[config.mk]
export PLATFORM = sky130hd
export DESIGN_NAME = instr_assembler
export DESIGN_NICKNAME = d
export VERILOG_FILES = /design/src/rtl/instr_assembler.sv
export SDC_FILE = /design/constraint.sdc
export NUM_CORES = 1
export LEC_CHECK = 0
export ABC_AREA = 1
export CORE_UTILIZATION = 40
export CTS_CLUSTER_SIZE = 40
export DETAILED_ROUTE_END_ITERATION = 10
export DONT_BUFFER_PORTS = 1
export HOLD_SLACK_MARGIN = 0.02
export PLACE_DENSITY_LB_ADDON = 0.25
export SLEW_MARGIN = 20
export SYNTH_ARGS = -nofsm -noshare
export SYNTH_HDL_FRONTEND = slang
export SYNTH_SLANG_ARGS = --single-unit
[constraint.sdc]
create_clock -name clk -period 1.9 [get_ports clk]
set_clock_uncertainty 0.05 [all_clocks]
set_input_delay 0.19 -clock clk [delete_from_list [all_inputs] [get_ports clk]]
set_output_delay 0.19 -clock clk [all_outputs]
set_load 0.05 [all_outputs]
[src/rtl/instr_assembler.sv]
// Packs decoded I/B/J instruction fields into RV32 words and streams them into imem.
// Optional immediate range checking is enabled by defining IMM_RANGE_CHECK_EN.
module instr_assembler #(
    parameter int unsigned ADDR_W = 12,
    parameter int unsigned CNT_W  = 10
) (
    input  logic              clk,
    input  logic              rst_n,
    input  logic              start,
    input  logic [ADDR_W-1:0] base_addr,
    input  logic [CNT_W-1:0]  count,
    input  logic              in_valid,
    output logic              in_ready,
    input  logic [2:0]        in_fmt,
    input  logic [6:0]        in_opcode,
    input  logic [4:0]        in_rd,
    input  logic [4:0]        in_rs1,
    input  logic [4:0]        in_rs2,
    input  logic [2:0]        in_funct3,
    input  logic [31:0]       in_imm,
    output logic              wr_en,
    output logic [ADDR_W-1:0] wr_addr,
    output logic [31:0]       wr_data,
    input  logic              wr_ready,
    output logic              busy,
    output logic              done,
    output logic              err,
    output logic [CNT_W-1:0]  err_idx
);

    // Format codes shared with the core's immediate generator.
    localparam logic [2:0] IMM_I = 3'd0;
    localparam logic [2:0] IMM_B = 3'd2;
    localparam logic [2:0] IMM_J = 3'd4;

    typedef enum logic [1:0] {StIdle, StLoad, StDrain} state_e;

    state_e             state_q, state_d;
    logic [CNT_W-1:0]   cnt_q, acc_q;
    logic [ADDR_W-1:0]  next_addr_q, wr_addr_q;
    logic [31:0]        wr_data_q, enc_word;
    logic               wr_en_q, zero_done_q;
    logic               start_ok, accept;

    assign start_ok = start && (state_q == StIdle);
    assign accept   = in_valid && in_ready;

    always_ff @(posedge clk or negedge rst_n) begin
        if (!rst_n) begin
            state_q <= StIdle;
        end else begin
            state_q <= state_d;
        end
    end

    always_comb begin
        state_d = state_q;
        unique case (state_q)
            StIdle:  if (start && count != '0) state_d = StLoad;
            StLoad:  if (acc_q == cnt_q) state_d = StDrain;
            StDrain: if (!wr_en_q) state_d = StIdle;
            default: state_d = StIdle;
        endcase
    end

    always_comb begin
        in_ready = (state_q == StLoad) && (acc_q != cnt_q) && (!wr_en_q || wr_ready);
        busy     = (state_q != StIdle);
        // The final write has left the output register once wr_en drops in DRAIN.
        done     = ((state_q == StDrain) && !wr_en_q) || zero_done_q;
    end

    always_comb begin
        enc_word = 32'h0000_0013;
        case (in_fmt)
            IMM_I: enc_word = {in_imm[11:0], in_rs1, in_funct3, in_rd, in_opcode};
            IMM_B: enc_word = {in_imm[12], in_imm[10:5], in_rs2, in_rs1, in_funct3,
                               in_imm[4:1], in_imm[11], in_opcode};
            IMM_J: enc_word = {in_imm[20], in_imm[10:1], in_imm[11], in_imm[19:12],
                               in_rd, in_opcode};
            default: enc_word = 32'h0000_0013;
        endcase
    end

    always_ff @(posedge clk or negedge rst_n) begin
        if (!rst_n) begin
            cnt_q       <= '0;
            acc_q       <= '0;
            next_addr_q <= '0;
            wr_addr_q   <= '0;
            wr_data_q   <= '0;
            wr_en_q     <= 1'b0;
            zero_done_q <= 1'b0;
        end else begin
            zero_done_q <= start_ok && (count == '0);
            if (start_ok) begin
                cnt_q       <= count;
                acc_q       <= '0;
                next_addr_q <= {base_addr[ADDR_W-1:2], 2'b00};
            end
            if (accept) begin
                wr_en_q     <= 1'b1;
                wr_addr_q   <= next_addr_q;
                wr_data_q   <= enc_word;
                next_addr_q <= next_addr_q + ADDR_W'(4);
                acc_q       <= acc_q + CNT_W'(1);
            end else if (wr_ready) begin
                wr_en_q <= 1'b0;
            end
        end
    end

    assign wr_en   = wr_en_q;
    assign wr_addr = wr_addr_q;
    assign wr_data = wr_data_q;

`ifdef IMM_RANGE_CHECK_EN
    logic             imm_bad, err_q;
    logic [CNT_W-1:0] err_idx_q;

    // An immediate fits when all bits above its sign bit equal the sign bit.
    always_comb begin
        imm_bad = 1'b1;
        case (in_fmt)
            IMM_I: imm_bad = !((&in_imm[31:11]) || !(|in_imm[31:11]));
            IMM_B: imm_bad = !((&in_imm[31:12]) || !(|in_imm[31:12])) || in_imm[0];
            IMM_J: imm_bad = !((&in_imm[31:20]) || !(|in_imm[31:20])) || in_imm[0];
            default: imm_bad = 1'b1;
        endcase
    end

    always_ff @(posedge clk or negedge rst_n) begin
        if (!rst_n) begin
            err_q     <= 1'b0;
            err_idx_q <= '0;
        end else if (start_ok) begin
            err_q     <= 1'b0;
            err_idx_q <= '0;
        end else if (accept && imm_bad && !err_q) begin
            err_q     <= 1'b1;
            err_idx_q <= acc_q;
        end
    end

    assign err     = err_q;
    assign err_idx = err_idx_q;
`else
    logic unused_imm;
    assign unused_imm = ^in_imm[31:21];
    assign err        = 1'b0;
    assign err_idx    = '0;
`endif

endmodule

# --- Word level (Yosys, flattened, before mapping) ---
# Cells that the tools add are included.
# W data, S select, Z words.
classes:
  n_addsub: 2
  n_eq_ne: 9
  muxes: 11
  reduce_logical: 18
op_table:
  columns: ["op", "n"]
  rows:
  - ["$pmux W32 S3", 1]
  - ["$mux W12", 2]
  - ["$mux W10", 2]
  - ["$add A12 B3 Y12 const B", 1]
  - ["$add A10 B1 Y10 const B", 1]
  - ["$eq A10 B10 Y1", 1]
  - ["$logic_not A10 Y1", 1]
  - ["$ne A10 B10 Y1", 1]
  - ["$reduce_bool A10 Y1", 1]
  - ["$logic_and A1 B1 Y1", 7]
  - ["$mux W2", 3]
  - ["$pmux W2 S3", 1]
  - ["$reduce_bool A2 Y1", 3]
  - ["$ne A2 B2 Y1 const B", 2]
  - ["$eq A3 B2 Y1 const B", 1]
  - ["$eq A3 B3 Y1 const B", 1]
  - ["$logic_not A3 Y1", 1]
  - ["$reduce_and A3 Y1", 1]
  - ["$eq A2 B1 Y1 const B", 1]
  - ["$eq A2 B2 Y1 const B", 1]
  - ["$logic_not A2 Y1", 1]
  - ["$logic_or A1 B1 Y1", 2]
  - ["$mux W1", 2]
  - ["$ne A2 B1 Y1 const B", 1]
  - ["$logic_not A1 Y1", 1]
totals:
  reg_bits: 80
  input_bits: 87
  output_inout_bits: 59

# --- Logic depth before layout (Yosys ltp) ---
depth:
  depth_word: 5
  mapped_depth: 12
  mapped_depth_nobuf: 10

# --- Worst setup path after synthesis ---
# Ideal clock, no wire load.
synth_timing:
  path_kind: "register -> output"
  start: "reg wr_en_q (netlist: wr_en)"
  end: "out in_ready"
  arrival_ns: 2.461
  path_slack_ns: -0.801
  stages_incl_launch_ff: 6
  cell_sequence: "dfrtp_1 -> inv_1 -> or2_2 -> clkbuf_1 -> clkbuf_1 -> nor3b_1"
synth_via:
  elab_chain_cells: 3
synth_lines:
  columns: ["item", "line_no", "text"]
  rows:
  - ["start, declared", "42", "logic wr_en_q, zero_done_q;"]
  - ["start signal, assigned", "92", "wr_en_q <= 1'b0;"]
  - ["start signal, assigned", "102", "wr_en_q <= 1'b1;"]
  - ["start signal, assigned", "108", "wr_en_q <= 1'b0;"]
  - ["$logic_not A1 Y1", "67", "in_ready = (state_q == StLoad) && (acc_q != cnt_q) && (!wr_en_q || wr_ready);"]
  - ["$logic_or A1 B1 Y1", "67", null]
  - ["$logic_and A1 B1 Y1", "67", null]
  - ["end, declared", "13", "output logic in_ready,"]
# No other way between the ends.

# --- Worst setup path after layout ---
layout_timing:
  start: "reg cnt_q[5]"
  end: "out in_ready"
layout_via:
  elab_chain_cells: 3
layout_lines:
  columns: ["item", "line_no", "text"]
  rows:
  - ["start, declared", "39", "logic [CNT_W-1:0] cnt_q, acc_q;"]
  - ["start signal, assigned", "97", "cnt_q <= count;"]
  - ["$ne A10 B10 Y1", "67", null]
  - ["$logic_and A1 B1 Y1 (2 in series)", "67", null]
# No other way between the ends.

==> results.py <==
metrics = {
    "floorplan": {
        "core-area_sq_um": 9910,
        "die_w_microns": 104,
        "io_pins": 146,
        "rows": 36,
        "start_util_pct": 41.9,
        "fp.dieArea_sq_um": 10800,
        "die_h_microns": 104,
    },
    "outcome": {
        "violations": "hold timing",
        "outcome": "finished, violations left",
    },
    "layout": {
        "final_core_util_pct": 54.9,
        "final_cell_mix": "nand2_1, dfrtp_1, inv_1, dlygate4sd3_1, o21ai_0",
        "final_common_cell": "nand2_1",
        "nets": 721,
        "fill_cells": 899,
        "diodes": 0,
        "seqCellArea_sq_um": 1910,
        "instances_no_fill": 770,
        "drive_above_1_share_pct": 14.9,
        "fin_area_sq_um": 5440,
        "multi_input_area_sq_um": 1870,
        "area_growth_pct": 30.9,
    },
    "clock_network": {
        "clockRootBuffer": "clkbuf_8",
        "htree_levels": 3,
        "clkTransAtPathRegs_ns": 0.09,
        "insertion_delay_ns": 0.36,
        "cts_sinks": 76,
        "tritoncts": "done",
        "ctsHoldBuffers": 56,
        "numCtsBuffers": 9,
        "clockBufferDepth": 2,
    },
    "place": {
        "gp_congestion": 0.920,
        "numPortBuffers": 0,
        "place_area_sq_um": 4280,
        "post-place-ws_ns": 0.127,
        "dp_hpwl_microns": 6870,
        "dp_cells": 664,
    },
    "logic_synthesis": {
        "synth_top_cell_by_area": "dfrtp_1",
        "synth-seq-cells": 76,
        "netlist_instances": 543,
        "yosysSeqAreaShare_pct": 45.8,
        "yosys.area_share.simple_pct": 27.1,
        "synth.area.mux_share_pct": 0.241,
        "synthTopCellsByArea": "dfrtp_1, nand2_1, o21ai_0",
        "ys_warn_count": 0,
        "syn_area_sq_um": 4150,
        "synth_xor_area_share_pct": 3.58,
        "yosys.area.top_type_share_pct": 45.8,
        "synth_top_family_by_area": "simple AND/OR/NAND/NOR gates",
        "yosys.area_share.adder_pct": 0.602,
        "synth.avg_cell_area_sq_um": 7.65,
        "synth-compound-area-share_pct": 10.4,
        "ys_types": 35,
    },
    "timing": {
        "final_hold_viol_count": 76,
        "grt_setup_unrepaired": "yes",
        "whs_ns": -0.533,
        "slew_headroom_pct": 44.1,
        "finalSetupViolations": 0,
        "fmax_mhz": 549,
        "worst_slew_pin_slew_ns": 0.836,
        "fin_ws_ns": 0.0787,
        "finalCritPeriodShare_pct": 95.9,
        "post-route-min-period_ns": 1.82,
        "drv_slew": 0,
    },
    "routing": {
        "drc": 0,
        "routed_wl_microns": 11400,
        "avgRoutedWirePerCell_microns": 14.8,
        "firstDrtPassIters": 4,
        "num_vias": 3915,
        "first_iter_violations": 270,
        "viasPerCell": 5.08,
        "antenna_left": 0,
    },
    "global_route": {
        "grt_max_degree": 77,
        "antenna_found_initial": 0,
        "grt_pass1_wl_microns": 17900,
        "grt_pass1_vias": 3720,
        "grt.overflow.total": 0,
        "gr-usage-all-layers_pct": 20.7,
    },
    "critical_path": {
        "critPathKind": "reg2out",
        "cp_max_fo": 3,
        "required_ns": 1.66,
        "worstSetupEndpointType": "output pin",
        "crit_chain": "buf_4 > nand2_2 > nand2_1 > nor2_2 > nand3_2 > nor2_4 > nor3b_4 > buf_12",
        "crit_arrival_ns": 1.58,
        "slowest_stage": "dfrtp_1",
        "critPathMaxStageDelay_ns": 0.39,
        "start_kind": "register",
    },
    "pwr": {
        "leakagePower_uw": 0.00272,
        "power_density_nw_per_um2": 1180,
        "irDropWorstVdd_mv": 0.452,
    },
    "hold_path": {
        "min-delay-path-class": "in2async",
    },
    "job": {
        "maxCapViolCount": 0,
    },
}
==> flip-flops by register name, indices dropped and copies added, names as in the netlist <==
register	count
acc_q	10
cnt_q	10
next_addr_q	10
state_q	2
wr_addr	10
wr_data	32
wr_en	1
zero_done_q	1
==> worst paths after layout <==
check	startpoint	end	slack, ns	cells after the start
setup / recovery	cnt_q[5]	in_ready	0.08	8
hold / removal	rst_n	cnt_q[2]	-0.53	0
setup reg to reg	acc_q[3]	next_addr_q[6]	0.08	11
hold reg to reg	cnt_q[7]	cnt_q[7]	0.50	2
max in group asynchronous	rst_n	acc_q[0]	2.16	0
min in group clk	base_addr[10]	next_addr_q[10]	0.03	4
==> through the flow <==
step                power (uW)  setup TNS, ns
floorplan                 4280              0
global placement          4580              0
detailed placement        4620              0
CTS                       6240              0
global route              6840         -0.373
finish                    6430              0
==> cells in the mapped netlist <==
cell,count
a21oi_1,10
a221oi_1,2
a22oi_1,8
and2_1,2
buf_2,4
buf_4,13
buf_6,7
buf_8,1
clkbuf_1,15
clkbuf_2,1
clkinv_1,1
conb_1,1
dfrtp_1,76
ha_1,2
inv_1,58
inv_2,3
mux2i_1,1
nand2_1,167
nand3_1,27
nand3_2,1
nand3b_1,1
nand4_1,23
nand4_4,1
nor2_1,33
nor3_1,4
nor3b_1,1
nor4_1,1
o21ai_0,48
o21ai_1,10
o21bai_1,1
o22ai_1,1
or2_0,1
or2_2,1
xnor2_1,5
xor2_1,12
==> where the power goes <==
part	leakage [uW]	switching, uW	internal (uW)
sequential	0.000949	1070	2000
combinational	0.00166	1090	902
clock	0.000109	626	735
total	0.00272	2790	3640
==> logic make-up (layout without fill, tap and decap cells) <==
family,Yosys count,in the layout
AO/OA/AOI/OAI,80,80
XOR/XNOR,17,17
adder cells (fa/ha/maj),2,2
buffers and inverters,103,185
flip-flops,76,76
multiplexers,1,1
other,1,13
AND/OR/NAND/NOR,263,263
==> worst max-delay path, delay by kind of cell, from the launching register on <==
family | cells | cell delay, ns
flops | 1 | 0.39
buf+inv | 2 | 0.29
simple gates | 6 | 0.56
==> metal layers <==
metal / global-route usage, % / vias to the layer above / share of wire (%)
met5: 0 / - / 0
met1: 25.7 / 1873 / 43
met3: 4.07 / 14 / 5.1
li1: - / 1886 / -
met2: 35.1 / 142 / 50
met4: 8.37 / 0 / 1.5
==> layout make-up <==
| class | count | share of cell area [%] |
|---|---|---|
| flip-flops and latches | 76 | 35.1 |
| clock inverters | 7 | 1.68 |
| well taps | 133 | 3.06 |
| multi-input cells | 376 | 34.4 |
| clock buffers | 9 | 2.28 |
| inverters | 62 | 4.28 |
| repair buffers | 107 | 19.2 |
==> repair_timing <==
item	CTS	global route
pin swaps	4	14
endpoints found under the setup margin	1	61
buffers inserted	26	8
resized for setup	8	25
cloned	0	3
endpoints found under the hold margin	139	76
(Power assumes the default switching activity.)
